$ cat src/rtl/pool_max_if.sv
// Streaming pixel-in / window-max-out bus for pool_max.
// Signal names match the original flat port list.
interface pool_max_if #(
    parameter int DWIDTH = 16,
    parameter int LWIDTH = 10
);
    logic                     in_start;
    logic                     in_valid;
    logic                     in_stop;
    logic signed [DWIDTH-1:0] in_data;
    logic        [LWIDTH-1:0] fea_size;
    logic        [LWIDTH-1:0] pool_size;
    logic                     out_start;
    logic                     out_valid;
    logic                     out_stop;
    logic signed [DWIDTH-1:0] out_data;
    logic                     busy;

    modport master (
        output in_start, in_valid, in_stop, in_data, fea_size, pool_size,
        input  out_start, out_valid, out_stop, out_data, busy
    );

    modport slave (
        input  in_start, in_valid, in_stop, in_data, fea_size, pool_size,
        output out_start, out_valid, out_stop, out_data, busy
    );
endinterface

$ cat src/rtl/pool_max.sv
// Streaming non-overlapping k x k signed max pooling over a raster frame.
// Keeps a horizontal running max plus one row of per-window partial maxima.
module pool_max #(
    parameter int DWIDTH  = 16,
    parameter int LWIDTH  = 10,
    parameter int MAXFEA  = 256,
    parameter int MAXPOOL = 4
) (
    input logic        clk,
    input logic        xrst,
    pool_max_if.slave  bus
);
    localparam int AW = (MAXFEA > 1) ? $clog2(MAXFEA) : 1;

    typedef enum logic {S_WAIT, S_ACTIVE} state_t;

    state_t                   state;
    logic        [LWIDTH-1:0] fea_r;
    logic        [LWIDTH-1:0] k_r;
    logic        [LWIDTH-1:0] x;
    logic        [LWIDTH-1:0] y;
    logic        [LWIDTH-1:0] wx;
    logic        [LWIDTH-1:0] wy;
    logic        [AW-1:0]     ox;
    logic signed [DWIDTH-1:0] hmax;
    logic                     stop_pend;
    logic                     first_pend;
    logic signed [DWIDTH-1:0] pbuf [MAXFEA];

    logic                     accept;
    logic                     row_end;
    logic                     wx_last;
    logic                     wy_last;
    logic                     col_done;
    logic        [LWIDTH-1:0] k_in;
    logic signed [DWIDTH-1:0] h;
    logic signed [DWIDTH-1:0] pb_rd;
    logic signed [DWIDTH-1:0] pb_new;

    function automatic logic signed [DWIDTH-1:0] smax(
        input logic signed [DWIDTH-1:0] a,
        input logic signed [DWIDTH-1:0] b
    );
        return (a > b) ? a : b;
    endfunction

    always_comb begin
        k_in = bus.pool_size;
        if (bus.pool_size == '0)
            k_in = LWIDTH'(1);
        else if (bus.pool_size > LWIDTH'(MAXPOOL))
            k_in = LWIDTH'(MAXPOOL);
    end

    assign accept   = (state == S_ACTIVE) && !stop_pend && bus.in_valid;
    assign row_end  = (x == fea_r - LWIDTH'(1));
    assign wx_last  = (wx == k_r - LWIDTH'(1));
    assign wy_last  = (wy == k_r - LWIDTH'(1));
    assign col_done = accept && wx_last;
    assign h        = (wx == '0) ? bus.in_data : smax(hmax, bus.in_data);
    assign pb_rd    = pbuf[ox];
    assign pb_new   = (wy == '0) ? h : smax(pb_rd, h);

    // Not reset: the wy==0 row overwrites every entry before it is read.
    always_ff @(posedge clk) begin
        if (col_done)
            pbuf[ox] <= pb_new;
    end

    always_ff @(posedge clk or posedge xrst) begin
        if (xrst) begin
            state         <= S_WAIT;
            fea_r         <= '0;
            k_r           <= '0;
            x             <= '0;
            y             <= '0;
            wx            <= '0;
            wy            <= '0;
            ox            <= '0;
            hmax          <= '0;
            stop_pend     <= 1'b0;
            first_pend    <= 1'b0;
            bus.out_start <= 1'b0;
            bus.out_valid <= 1'b0;
            bus.out_stop  <= 1'b0;
            bus.out_data  <= '0;
            bus.busy      <= 1'b0;
        end else begin
            bus.out_start <= 1'b0;
            bus.out_valid <= 1'b0;
            bus.out_stop  <= 1'b0;
            case (state)
                S_WAIT: begin
                    if (bus.in_start) begin
                        state      <= S_ACTIVE;
                        bus.busy   <= 1'b1;
                        fea_r      <= bus.fea_size;
                        k_r        <= k_in;
                        x          <= '0;
                        y          <= '0;
                        wx         <= '0;
                        wy         <= '0;
                        ox         <= '0;
                        hmax       <= '0;
                        stop_pend  <= 1'b0;
                        first_pend <= 1'b1;
                    end
                end
                S_ACTIVE: begin
                    // One extra cycle after the last pixel so busy falls after out_stop.
                    if (stop_pend) begin
                        state     <= S_WAIT;
                        bus.busy  <= 1'b0;
                        stop_pend <= 1'b0;
                    end else if (bus.in_valid) begin
                        hmax <= h;
                        if (row_end) begin
                            x  <= '0;
                            wx <= '0;
                            ox <= '0;
                            y  <= (y == fea_r - LWIDTH'(1)) ? '0 : y + LWIDTH'(1);
                            wy <= wy_last ? '0 : wy + LWIDTH'(1);
                        end else begin
                            x <= x + LWIDTH'(1);
                            if (wx_last) begin
                                wx <= '0;
                                ox <= ox + AW'(1);
                            end else begin
                                wx <= wx + LWIDTH'(1);
                            end
                        end
                        if (wx_last && wy_last) begin
                            bus.out_valid <= 1'b1;
                            bus.out_data  <= pb_new;
                            bus.out_start <= first_pend;
                            first_pend    <= 1'b0;
                        end
                        if (bus.in_stop) begin
                            stop_pend    <= 1'b1;
                            bus.out_stop <= 1'b1;
                        end
                    end
                end
                default: state <= S_WAIT;
            endcase
        end
    end
endmodule

$ cat src/flat_wrapper.sv
// flat-port wrapper written by rule: the top's interface ports become plain ports
module pool_max_flat 
#(
    parameter int DWIDTH  = 16,
    parameter int LWIDTH  = 10,
    parameter int MAXFEA  = 256,
    parameter int MAXPOOL = 4
)
  (clk, xrst, bus_in_start, bus_in_valid, bus_in_stop, bus_in_data, bus_fea_size, bus_pool_size, bus_out_start, bus_out_valid, bus_out_stop, bus_out_data, bus_busy);
  pool_max_if #(.DWIDTH(DWIDTH), .LWIDTH(LWIDTH)) bus_i ();
  input logic clk;
  input logic xrst;
  input wire logic [$bits(bus_i.in_start)-1:0] bus_in_start;
  input wire logic [$bits(bus_i.in_valid)-1:0] bus_in_valid;
  input wire logic [$bits(bus_i.in_stop)-1:0] bus_in_stop;
  input wire logic [$bits(bus_i.in_data)-1:0] bus_in_data;
  input wire logic [$bits(bus_i.fea_size)-1:0] bus_fea_size;
  input wire logic [$bits(bus_i.pool_size)-1:0] bus_pool_size;
  output wire logic [$bits(bus_i.out_start)-1:0] bus_out_start;
  output wire logic [$bits(bus_i.out_valid)-1:0] bus_out_valid;
  output wire logic [$bits(bus_i.out_stop)-1:0] bus_out_stop;
  output wire logic [$bits(bus_i.out_data)-1:0] bus_out_data;
  output wire logic [$bits(bus_i.busy)-1:0] bus_busy;
  assign bus_i.in_start = bus_in_start;
  assign bus_i.in_valid = bus_in_valid;
  assign bus_i.in_stop = bus_in_stop;
  assign bus_i.in_data = bus_in_data;
  assign bus_i.fea_size = bus_fea_size;
  assign bus_i.pool_size = bus_pool_size;
  assign bus_out_start = bus_i.out_start;
  assign bus_out_valid = bus_i.out_valid;
  assign bus_out_stop = bus_i.out_stop;
  assign bus_out_data = bus_i.out_data;
  assign bus_busy = bus_i.busy;
  pool_max #(.DWIDTH(DWIDTH), .LWIDTH(LWIDTH), .MAXFEA(MAXFEA), .MAXPOOL(MAXPOOL)) u_core (.clk(clk), .xrst(xrst), .bus(bus_i));
endmodule
$ cat config.mk
export PLATFORM = sky130hd
export DESIGN_NAME = pool_max_flat
export DESIGN_NICKNAME = d
export VERILOG_FILES = /design/src/rtl/pool_max_if.sv /design/src/rtl/pool_max.sv /design/src/flat_wrapper.sv
export SDC_FILE = /design/constraint.sdc
export NUM_CORES = 2
export LEC_CHECK = 0
export BUFFER_PORTS_ARGS = -buffer_cell sky130_fd_sc_hd__buf_4
export CORE_MARGIN = 3
export CORE_UTILIZATION = 55
export DETAILED_ROUTE_END_ITERATION = 6
export PLACE_DENSITY = 0.71
export SYNTH_ARGS = -nofsm -noshare
export SYNTH_HDL_FRONTEND = slang
export SYNTH_SLANG_ARGS = --single-unit
$ cat constraint.sdc
create_clock -name clk -period 34.8 [get_ports clk]
set_input_delay 3.48 -clock clk [delete_from_list [all_inputs] [get_ports clk]]
set_output_delay 3.48 -clock clk [all_outputs]
set_load 0.02 [all_outputs]
### After elaboration in Yosys (flattened, before gate mapping)

Memory sizes are Yosys's and may differ from the RTL's.
Index checks and enable logic that the tools add are counted.

| storage, ports and cells | value |
|---|---|
| flip-flop bits (word level) | 97 |
| bits in latches | 0 |
| bits in writable memories | 4096 |
| memory bits (read-only) | 0 |
| output and inout bits | 20 |
| word-level logic and storage cells | 109 |
| memories | 1 |

Memory list:

| name | depth | bits a word | read ports | clocked after Yosys merged registers in | write ports | RTL line | text |
|---|---|---|---|---|---|---|---|
| u_core.pbuf | 256 | 16 | 1 | 0 | 1 | pool_max.sv:28 | `logic signed [DWIDTH-1:0] pbuf [MAXFEA];` |

| operators by class | value |
|---|---|
| $add $sub $neg | 6 |
| multipliers | 0 |
| divide/modulo/power cells | 0 |
| order comparisons | 3 |
| equal/unequal tests | 10 |
| shifts and indexed selects | 0 |
| muxes and demuxes | 57 |
| bitwise gates (word level) | 2 |
| reduce and logical (&&, ||, !) cells | 15 |

Operators by type and width:

| kind | count |
|---|---|
| $mux 10 | 14 |
| $mux 16 | 7 |
| $pmux 10 s2 | 3 |
| $mux 8 | 5 |
| $gt 16x16->1 | 2 |
| $pmux 16 s2 | 1 |
| $add 10x1->10 const B | 3 |
| $eq 10x10->1 | 3 |
| $logic_not 10->1 | 3 |
| $mux 1 | 22 |
| $sub 10x1->10 const B | 2 |
| $pmux 8 s2 | 1 |
| $reduce_and 4->1 | 4 |
| $ne 2x2->1 const B | 6 |
| $gt 10x3->1 const B | 1 |
| $add 8x1->8 const B | 1 |
| $pmux 1 s2 | 4 |
| $logic_and 1x1->1 | 4 |
| $reduce_and 2->1 | 2 |
| $ne 3x3->1 const B | 1 |
| $reduce_and 3->1 | 1 |
| $not 1->1 | 2 |
| $logic_not 1->1 | 1 |

### Longest topological paths before layout

| logic depth | value |
|---|---|
| depth after elaboration | 7 |
| depth in mapped cells | 24 |
| gate-level depth less buffers | 21 |

### Worst setup path before layout

No wires, ideal clock.

| timing | value |
|---|---|
| path kind | input to register |
| start | input port bus_in_data[1] |
| end | memory u_core.pbuf[0][2], data pin |
| setup time | 2195 ps |
| arrival | 16899 ps |
| data required time | 32605 ps |
| setup slack | 15706 ps |
| stages | 19 |
| path buffers | 2 |
| path through | inv_1 -> ha_1 -> nor2b_1 -> o21a_1 -> o21ai_1 -> a211oi_1 -> o31ai_1 -> and2_1 -> buf_1 -> buf_1 -> nor2_1 -> a21oi_1 -> ha_1 -> nand4_1 -> nor2_1 -> a21oi_1 -> o21ai_0 -> o21a_1 -> o21ai_0 |

| on the way | value |
|---|---|
| cells in the longest elaborated chain, start to end | 6 |

RTL lines:

| element | RTL line | text |
|---|---|---|
| from (decl) | flat_wrapper.sv:16 | `input wire logic [$bits(bus_i.in_data)-1:0] bus_in_data;` |
| $gt 16x16->1 | pool_max.sv:44 | `return (a > b) ? a : b;` |
| $mux 16 | pool_max.sv:44 |  |
| $mux 16 (*) | pool_max.sv:60 | `assign h = (wx == '0) ? bus.in_data : smax(hmax, bus.in_data);` |
| $gt 16x16->1 | pool_max.sv:44 |  |
| $mux 16 | pool_max.sv:44 |  |
| $mux 16 (*) | pool_max.sv:62 | `assign pb_new = (wy == '0) ? h : smax(pb_rd, h);` |
| net u_core.pb_new[2] | pool_max.sv:38 | `logic signed [DWIDTH-1:0] pb_new;` |
| to (decl) | pool_max.sv:28 |  |

The timed path passes the listed nets; every way through them passes the cells marked *.

### Worst setup path after layout

| timing | value |
|---|---|
| start | register u_core.ox[0] |
| end | memory u_core.pbuf[119][14], data pin |

| on the way | value |
|---|---|
| cells in the longest elaborated chain, start to end | 4 |

RTL lines:

| element | RTL line | text |
|---|---|---|
| from (decl) | pool_max.sv:24 | `logic [AW-1:0] ox;` |
| from (signal assigned) | pool_max.sv:127 | `ox <= ox + AW'(1);` |
| $mem_v2 256x16 (*) | n/a |  |
| $gt 16x16->1 | pool_max.sv:44 |  |
| $mux 16 (*) | pool_max.sv:44 |  |
| $mux 16 (*) | pool_max.sv:62 |  |
| net u_core.pb_new[14] | pool_max.sv:38 |  |

Marks and branches as above.

==> flow_metrics.py <==
metrics = {
    "critical_path": {
        "path_max_fanout": 112,
        "crit_type": "reg2reg",
        "worstPathRequired_ns": 35.36,
        "start_kind": "flop",
        "end_kind": "flop",
        "reg2reg_depth": 23,
        "worstPathArrival_ns": 13.66,
    },
    "timing": {
        "skew_ns": 0.0811,
        "finalHoldViolCount": 0,
        "setup_viol": 0,
        "fmax_ghz": 0.0763,
        "tightest_slew_ns": 1.47,
        "fin_crit_ns": 13.10,
        "drv_slew": 0,
        "relSlewSlack": 0.0181,
        "post-route-period-util": 0.376,
        "rsz0062_at_grt": "no",
        "fin_tns_setup_ns": 0,
    },
    "placement": {
        "io_buffers": 60,
        "gp_congestion": 0.922,
        "dp_hpwl_mm": 246,
        "placed_area_um2": 170000,
    },
    "layout": {
        "drive_gt1_frac": 0.326,
        "fin_area_um2": 183000,
        "syn_to_final_growth_pct": 12.4,
        "seqCellArea_um2": 125000,
        "multi_input_comb_area_um2": 36000,
        "final_nets": 7547,
        "final_util": 0.622,
        "fill_cells": 19200,
    },
    "detailed_routing": {
        "routed_via_density": 6.78,
        "dr_wl_met2_mm": 198,
        "drc": 1,
        "wl_met1_mm": 155,
        "num_vias": 79500,
        "wl_met3_mm": 53.4,
        "antenna_left": 0,
        "wl_mm": 429,
        "top_layer": "met5",
        "wire_per_inst_um": 36.6,
        "dr.pass1.iters": 7,
        "first_iter_violations": 11900,
    },
    "synth": {
        "syn_inst": 7011,
        "synth-seq-cells": 4193,
        "synth_common_cells": "edfxtp_1, mux4_2, nor2_1, clkbuf_1, nand2_1",
        "synth_ff_type": "edfxtp_1",
        "synth_warnings": 0,
        "synth_area_leader_cell": "edfxtp_1",
        "synth.avg_cell_area_um2": 23.2,
        "async_reset_ff_frac": 0.0231,
        "synth_nets": 7094,
        "ys_seq_area_frac": 0.770,
        "synth_most_common_cell": "edfxtp_1",
        "yosysUniqueCellTypes": 76,
        "synth_top_area_frac": 0.756,
        "yosys-top-cells-area": "edfxtp_1, mux4_2, dfrtp_1",
        "synth_edf_count": 4096,
        "syn_area_um2": 163000,
    },
    "clock_tree": {
        "cts_root_buffer": "clkbuf_16",
        "clock_sinks": 4193,
        "cts_tree": "built",
        "cts_resized": 0,
        "path_clk_slew_ns": 0.06,
        "htree_num_levels": 5,
        "insertion_delay_ns": 0.96,
        "numCtsBuffers": 409,
        "cts_max_path_buffers": 4,
        "postCtsSetupBuffers": 0,
        "postCtsHoldBufs": 0,
    },
    "global_routing": {
        "gr-total-overflow": 0,
        "grt_pass1_vias": 79300,
        "grt_pass1_wl_mm": 607,
        "antenna_found_initial": 20,
        "grt.total_usage": 0.285,
        "grt_max_degree": 257,
    },
    "worst_hold_path": {
        "min_path_type": "reg2reg",
        "min_path_cells": 2,
    },
    "run_status": {
        "status": "finished, violations left",
        "violations": "design-rule violations",
    },
    "floorplan": {
        "rows": 199,
        "die_area_um2": 303000,
        "io_pins": 61,
        "die_x_um": 550,
        "design.core.area_um2": 294000,
        "start_util": 0.553,
        "die_y_um": 550,
    },
    "power_and_ir_drop": {
        "p_leak_nw": 56.9,
        "power_w": 0.0199,
        "ir_drop_mv": 0.340,
        "power_density_nw_per_um2": 109,
    },
    "job": {
        "max_cap_violations": 0,
    },
}
-- area by class of cell --
class,count,area share
diodes,9,0.000123
clock buffers,507,0.0586
clock inverters,242,0.0129
inverters,60,0.00129
multi-input cells,2394,0.197
flip-flops and latches,4193,0.686
well taps,3919,0.0268
repair buffers,406,0.0175
-- per-layer routing --
layer	up-vias	GRT usage
li1	30800	-
met1	42500	0.396
met2	5207	0.428
met3	986	0.0842
met4	6	0.125
met5	-	0.000938
-- sequential cells by signal, indices dropped and copies added (netlist names) --
name	flops
u_core.pbuf	4096
u_core.bus.out_data	16
u_core.hmax	16
u_core.fea_r	10
u_core.k_r	10
u_core.wx	10
u_core.wy	10
u_core.x	10
u_core.ox	8
u_core.bus.busy	1
u_core.bus.out_start	1
u_core.bus.out_stop	1
u_core.bus.out_valid	1
u_core.first_pend	1
u_core.state	1
u_core.stop_pend	1
-- where the power goes --
part           internal (W)  switching, W
Sequential          0.00888     0.0000682
Clock               0.00245       0.00188
Combinational       0.00165       0.00494
Total                0.0130       0.00688
-- metrics by stage --
| step | instances | hold WS [ns] | worst slack [ns] |
|---|---|---|---|
| after floorplan | 7011 | 0.457 | 15.71 |
| after CTS | 11700 | 0.506 | 21.69 |
| after global placement | 11000 | 0.477 | 22.08 |
| after global routing | 11700 | 0.535 | 20.60 |
| final | 11700 | 0.505 | 21.70 |
| after detailed placement | 11000 | 0.491 | 21.80 |
-- cell families after synthesis --
| kind of cell | Yosys count | share of synthesized area |
|---|---|---|
| adders and majority gates | 42 | 0.00323 |
| DFF | 4193 | 0.770 |
| xor gates and xnor gates | 54 | 0.00341 |
| muxes | 1301 | 0.177 |
| AOI/OAI and AO/OA | 308 | 0.0130 |
| and+or+nand+nor | 689 | 0.0191 |
| buffers and inverters | 424 | 0.0134 |
-- final timing paths --
path | from | end | slack [ns]
worst max-delay path | u_core.ox[0] | u_core.pbuf[119][14] | 21.70
worst min-delay path | u_core.fea_r[9] | u_core.fea_r[9] | 0.50
worst max register to register | u_core.ox[0] | u_core.pbuf[119][14] | 21.70
worst min register to register | u_core.fea_r[9] | u_core.fea_r[9] | 0.50
max in group asynchronous | xrst | u_core.ox[0] | 30.86
min in group asynchronous | xrst | u_core.bus.out_valid | 2.62
-- critical path, cell delays in order, from the launching register on --
cell and delay, ns:
dfrtp_4 0.99, buf_12 0.68, buf_4 0.78, buf_4 0.62
buf_4 0.80, buf_4 0.74, mux4_2 0.59, mux4_2 0.53
a22oi_1 0.22, nand4_1 0.26, a21oi_1 0.53, o211ai_1 0.43
ha_1 0.33, a21o_1 0.18, a21oi_1 0.17, o21ai_0 0.12
o2111ai_1 0.37, o21bai_1 0.20, nor2_1 0.10, nor3_4 0.90
or3_1 0.25, and2_4 0.55, buf_4 0.89, buf_4 1.00
-- cells in the final DEF (no fill, tap or decap), drive strengths merged, types with 36 or more instances in the layout --
cell    Yosys  routed
clkbuf    147     507
nand3      59      59
nand2     132     132
nand4      36      36
dfrtp      97      97
ha         42      42
clkinv      4     187
a22oi      94      94
edfxtp   4096    4096
mux4     1267    1267
o21ai      63      63
nor2      339     339
inv        56      69
a21oi      44      44
buf       217     406
Power figures use the tool's default switching activity.
